<file path="src/rtl/cache_line_arbiter.sv">
// -----------------------------------------------------------------------------
// cache_line_arbiter
//
// Purpose:
//   Shares one line-granular cache port (the upstream side of the L2
//   cache_core) between the I-cache and D-cache miss ports. Only one
//   transaction is in flight at a time. The winning requester's
//   op/address/wdata are captured on the grant edge and held on the
//   downstream side until downstream_resp. The response is then routed back
//   to that requester only.
//
// Configuration macro:
//   CACHE_ARB_RR_EN  undefined -> fixed priority, D-side wins a tie.
//                    defined   -> round-robin. On a tie, the side that was
//                                 not granted last wins. last_grant resets
//                                 to I, so the first tie after reset goes
//                                 to D.
//
// Parameters:
//   s_line  line width in bits
//   s_addr  address width in bits
//
// Ports:
//   clk, rst_n               clock (rising edge), async active-low reset
//   i_read/i_write           I-side request, held high until i_resp
//   i_address, i_wdata       I-side line address / write line
//   i_rdata, i_resp          I-side read line (0 unless i_resp) / completion
//   d_read/d_write           D-side request, held high until d_resp
//   d_address, d_wdata       D-side line address / write line
//   d_rdata, d_resp          D-side read line (0 unless d_resp) / completion
//   downstream_read/write    request to L2 (registered)
//   downstream_address/wdata latched address / write line to L2
//   downstream_rdata/resp    read line / completion from L2
// -----------------------------------------------------------------------------
module cache_line_arbiter #(
    parameter int s_line = 256,
    parameter int s_addr = 32
) (
    input  logic              clk,
    input  logic              rst_n,

    input  logic              i_read,
    input  logic              i_write,
    input  logic [s_addr-1:0] i_address,
    input  logic [s_line-1:0] i_wdata,
    output logic [s_line-1:0] i_rdata,
    output logic              i_resp,

    input  logic              d_read,
    input  logic              d_write,
    input  logic [s_addr-1:0] d_address,
    input  logic [s_line-1:0] d_wdata,
    output logic [s_line-1:0] d_rdata,
    output logic              d_resp,

    output logic              downstream_read,
    output logic              downstream_write,
    output logic [s_addr-1:0] downstream_address,
    output logic [s_line-1:0] downstream_wdata,
    input  logic [s_line-1:0] downstream_rdata,
    input  logic              downstream_resp
);

    typedef enum logic [1:0] {
        IDLE    = 2'd0,
        SERVE_I = 2'd1,
        SERVE_D = 2'd2
    } state_t;

    state_t            state;
    logic              op_read;
    logic              op_write;
    logic [s_addr-1:0] addr_q;
    logic [s_line-1:0] wdata_q;

    logic              i_req;
    logic              d_req;
    logic              grant_i;
    logic              grant_d;

    // A requester asserting read and write together is served as a write.
    // Result is {op_read, op_write}.
    function automatic logic [1:0] decode_op(input logic rd, input logic wr);
        return {rd & ~wr, wr};
    endfunction

    assign i_req = i_read | i_write;
    assign d_req = d_read | d_write;

`ifdef CACHE_ARB_RR_EN
    // 1 = D was granted last, 0 = I was granted last.
    logic last_grant_d;

    // On a tie, the side that was not granted last wins.
    // A lone requester always wins.
    assign grant_d = d_req & (~i_req | ~last_grant_d);
`else
    // Fixed priority: D always wins a tie. I can starve under continuous D traffic.
    assign grant_d = d_req;
`endif
    assign grant_i = i_req & ~grant_d;

    always_ff @(posedge clk or negedge rst_n) begin
        if (!rst_n) begin
            state    <= IDLE;
            op_read  <= 1'b0;
            op_write <= 1'b0;
            addr_q   <= '0;
            wdata_q  <= '0;
`ifdef CACHE_ARB_RR_EN
            last_grant_d <= 1'b0;
`endif
        end else begin
            case (state)
                IDLE: begin
                    if (grant_d) begin
                        state                 <= SERVE_D;
                        {op_read, op_write}   <= decode_op(d_read, d_write);
                        addr_q                <= d_address;
                        wdata_q               <= d_wdata;
`ifdef CACHE_ARB_RR_EN
                        last_grant_d          <= 1'b1;
`endif
                    end else if (grant_i) begin
                        state                 <= SERVE_I;
                        {op_read, op_write}   <= decode_op(i_read, i_write);
                        addr_q                <= i_address;
                        wdata_q               <= i_wdata;
`ifdef CACHE_ARB_RR_EN
                        last_grant_d          <= 1'b0;
`endif
                    end
                end
                SERVE_I, SERVE_D: begin
                    // Dropping the op registers here gives the guaranteed
                    // idle cycle on the downstream port after every resp.
                    if (downstream_resp) begin
                        state    <= IDLE;
                        op_read  <= 1'b0;
                        op_write <= 1'b0;
                    end
                end
                default: begin
                    state    <= IDLE;
                    op_read  <= 1'b0;
                    op_write <= 1'b0;
                end
            endcase
        end
    end

    // Downstream side is driven purely from the latched registers, so
    // requester changes during a transaction have no effect.
    assign downstream_read    = op_read;
    assign downstream_write   = op_write;
    assign downstream_address = addr_q;
    assign downstream_wdata   = wdata_q;

    // Completion is forwarded combinationally, to the served side only.
    // A resp seen in IDLE is dropped.
    assign i_resp  = downstream_resp & (state == SERVE_I);
    assign d_resp  = downstream_resp & (state == SERVE_D);
    assign i_rdata = i_resp ? downstream_rdata : '0;
    assign d_rdata = d_resp ? downstream_rdata : '0;

endmodule

</file>
<file path="config.mk">
export PLATFORM = sky130hd
export DESIGN_NAME = cache_line_arbiter
export DESIGN_NICKNAME = d
export VERILOG_FILES = /design/src/rtl/cache_line_arbiter.sv
export SDC_FILE = /design/constraint.sdc
export NUM_CORES = 1
export LEC_CHECK = 0
export CAP_MARGIN = 20
export CORE_AREA = 2 2 644 646
export CTS_CLUSTER_DIAMETER = 150
export CTS_CLUSTER_SIZE = 20
export DETAILED_ROUTE_END_ITERATION = 12
export DIE_AREA = 0 0 646 648
export SYNTH_ARGS = -nofsm -noshare
export SYNTH_HDL_FRONTEND = slang
export SYNTH_SLANG_ARGS = --single-unit
export TNS_END_PERCENT = 5
</file>
<file path="constraint.sdc">
create_clock -name clk -period 3.3 [get_ports clk]
set_input_delay 0.66 -clock clk [delete_from_list [all_inputs] [get_ports clk]]
set_output_delay 0.66 -clock clk [all_outputs]
set_load 0.05 [all_outputs]
</file>
==> impl_metrics.py <==
metrics = {
    "status": {
        "status": "finished, final reports clean",
    },
    "synthesis": {
        "syn_nets": 2747,
        "yosysSeqAreaShare_pct": 42.8,
        "synth_area_mm2": 0.0171,
        "yosys_warnings": 0,
        "syn_avg_cell_area_um2": 8.96,
        "ys_types": 23,
        "ys_ff_latch": 292,
        "synth_cells": 1905,
    },
    "critical_path": {
        "crit_required_ps": 2640,
        "crit_type": "flip-flop to output port",
        "r2r_cells": 6,
        "crit_arrival_ps": 2490,
        "worstSetupStartpoint": "state[0]$_DFFE_PN0P_",
        "reg2reg_to": "downstream_wdata[31]$_DFFE_PN0P_",
        "critPathMaxFanout": 36,
        "ff2ff_setup_slack_ps": 1100,
        "cp-endpoint": "d_rdata[27]",
        "end_kind": "output port",
        "worstSetupStartpointType": "flip-flop",
        "r2r_start": "state[0]$_DFFE_PN0P_",
    },
    "clock_network": {
        "clock-sinks": 292,
        "cts_tree": "yes",
        "cts.clk_slew.worst_paths_ps": 90,
        "cts_htree_levels": 1,
        "root_buffer": "clkbuf_16",
        "cts_made_buffers": 22,
        "cts_buffer_depth": 3,
        "worst_skew_pair.late_latency_ps": 680,
    },
    "power_and_ir_drop": {
        "p_switching_mw": 20.1,
        "power_density_mw_per_mm2": 751,
        "ir_worst_vdd_mv": 0.611,
        "p_leak_nw": 18.5,
        "swShare_pct": 57.4,
        "p_seq_share_pct": 18.6,
        "pwr-share-clk_pct": 8.5,
        "p_comb_share_pct": 72.9,
        "internal_power_mw": 14.9,
    },
    "global_routing": {
        "grt_max_degree": 99,
        "grt_overflow": 0,
        "grt_use_total_pct": 14.2,
        "grt_pass1_wl_um": 360000,
        "antenna_found_initial": 288,
        "grt_pass1_vias": 22100,
    },
    "floorplanning": {
        "core_area_mm2": 0.412,
        "die_w_um": 646,
        "fp.dieH_um": 648,
        "rows": 236,
        "start_util_pct": 4.14,
        "die_area_mm2": 0.419,
        "boundaryPins": 1643,
    },
    "sta": {
        "rsz0062_at_grt": "false",
        "hold_viol": 0,
        "clock.fmax_ghz": 0.318,
        "period_minus_slack_ps": 3150,
        "period_share_pct": 95.4,
        "tightest_slew_ps": 855,
        "drv_slew": 0,
        "fin_ws_ps": 152,
        "relSlewSlack_pct": 42.8,
        "setup_viol": 0,
        "fin_skew_ps": 76.9,
    },
    "route": {
        "routed_wl_um": 312000,
        "drt_iter0_markers": 1571,
        "drc": 0,
        "wire_per_inst_um": 34.2,
        "vias_per_cell": 2.56,
        "vias": 23300,
        "drt_first_pass_iters": 5,
        "ant_nets": 0,
    },
    "final_layout": {
        "area_growth_pct": 173,
        "drive_gt1_share_pct": 21.5,
        "fin_nets": 4340,
        "final_common_cell": "clkdlybuf4s50_1",
        "most-common-layout-cells": "1,061 x clkdlybuf4s50_1, 527 x buf_12, 504 x and3_1",
        "finish.instance_area_mm2": 0.0466,
        "post-route-util_pct": 11.3,
        "fill_cells": 47200,
        "final-instance-count-excl-fill": 9109,
    },
    "hold_path": {
        "hold_class": "flip-flop to flip-flop",
    },
    "place": {
        "gp_congestion": 1.08,
        "dpl-instance-area_mm2": 0.0455,
        "hpwl_um": 287000,
        "buffer_ports.inserted": 1642,
        "dp.cells": 8941,
        "post-place-ws_ps": 366,
    },
    "flow_run": {
        "cap_viol_max_count": 0,
    },
}
-- critical path, cell delays in order, from the launching register on --
cell     delay, ps
dfrtp_1        420
inv_2          110
ha_4           170
buf_12         170
buf_12         210
buf_12         210
and3_1         240
buf_12         150
-- state kept, by name, indices dropped and copies added (netlist names) --
name	cells
state	2
downstream_address	32
downstream_write	1
downstream_wdata	256
downstream_read	1
-- cell type report --
| cell class | instances | area [µm²] | area share (%) |
|---|---|---|---|
| Sequential cell | 292 | 7310 | 15.7 |
| Antenna cell | 129 | 323 | 0.692 |
| Clock inverter | 8 | 116 | 0.250 |
| Timing Repair Buffer | 1777 | 22600 | 48.5 |
| Multi-Input combinational cell | 1401 | 8840 | 19.0 |
| Clock buffer | 24 | 558 | 1.20 |
| Tap cell | 5474 | 6850 | 14.7 |
| Inverter | 4 | 15.0 | 0.0322 |
-- synth_stat cells --
library cell,number,area [µm²]
o211ai_1,1,7.51
nand3_1,1,5.00
nor2b_1,1,6.26
and2_1,3,18.8
nand2_1,290,1090
clkbuf_2,16,80.1
mux2i_1,288,2880
o21ai_0,289,1450
dfrtp_1,292,7310
o22ai_1,1,6.26
ha_1,3,37.5
a21oi_1,5,25.0
nor4_1,1,6.26
inv_1,4,15.0
nor2_1,2,7.51
a22oi_1,1,7.51
clkbuf_1,126,473
and3_1,512,3200
buf_4,28,210
nand2b_1,1,6.26
buf_2,38,190
o41ai_4,1,27.5
o31ai_1,1,7.51
-- through the flow --
| stage | power [mW] | setup TNS, ps | hold slack, ps |
|---|---|---|---|
| floorplan | 19.1 | 0 | 364 |
| global placement | 32.5 | 0 | 461 |
| detailed placement | 32.5 | 0 | 468 |
| CTS | 35.8 | -7.05 | 489 |
| global route | 36.8 | 0 | 510 |
| finish | 35.0 | 0 | 482 |
-- layer usage --
metal	wire length, µm	track usage, %	up-vias
li1	-	-	10000
met1	96300	13.0	11100
met2	155000	25.3	1530
met3	39100	7.62	594
met4	21000	7.73	96
met5	657	0	-
-- cells by family after synthesis --
logic type      synth area share [%]
compound gates                  8.95
flops                           42.8
mux                             16.9
buf+inv                         5.67
fa+ha+maj                      0.220
simple gates                    25.4
-- worst min-delay path by stage --
stage | start | to | depth (start not counted)
after floorplan | rst_n | downstream_address[0]$_DFFE_PN0P_ | 0
after global placement | downstream_wdata[94]$_DFFE_PN0P_ | downstream_wdata[94]$_DFFE_PN0P_ | 2
after detailed placement | downstream_wdata[75]$_DFFE_PN0P_ | downstream_wdata[75]$_DFFE_PN0P_ | 2
after CTS | downstream_wdata[24]$_DFFE_PN0P_ | downstream_wdata[24]$_DFFE_PN0P_ | 2
after global routing | downstream_address[1]$_DFFE_PN0P_ | downstream_address[1]$_DFFE_PN0P_ | 2
final | downstream_wdata[210]$_DFFE_PN0P_ | downstream_wdata[210]$_DFFE_PN0P_ | 2
-- power groups by stage --
stage | Sequential [mW] | Clock [mW] | Combinational (mW)
finish | 6.53 | 2.97 | 25.5
global route | 6.75 | 3.24 | 26.8
CTS | 6.53 | 3.16 | 26.1
detailed placement | 6.56 | 0 | 26.0
global placement | 6.51 | 0 | 26.0
floorplan | 12.5 | 0 | 6.57
-- repair_timing --
item	4_1_cts	5_1_grt
endpoints found under the hold margin	7	0
pin swaps	2	0
endpoints found under the setup margin	399	64
hold buffers	1	0
resized for setup	12	4
buffers inserted	6	0
gates cloned	0	0
(Power assumes the default switching activity.)
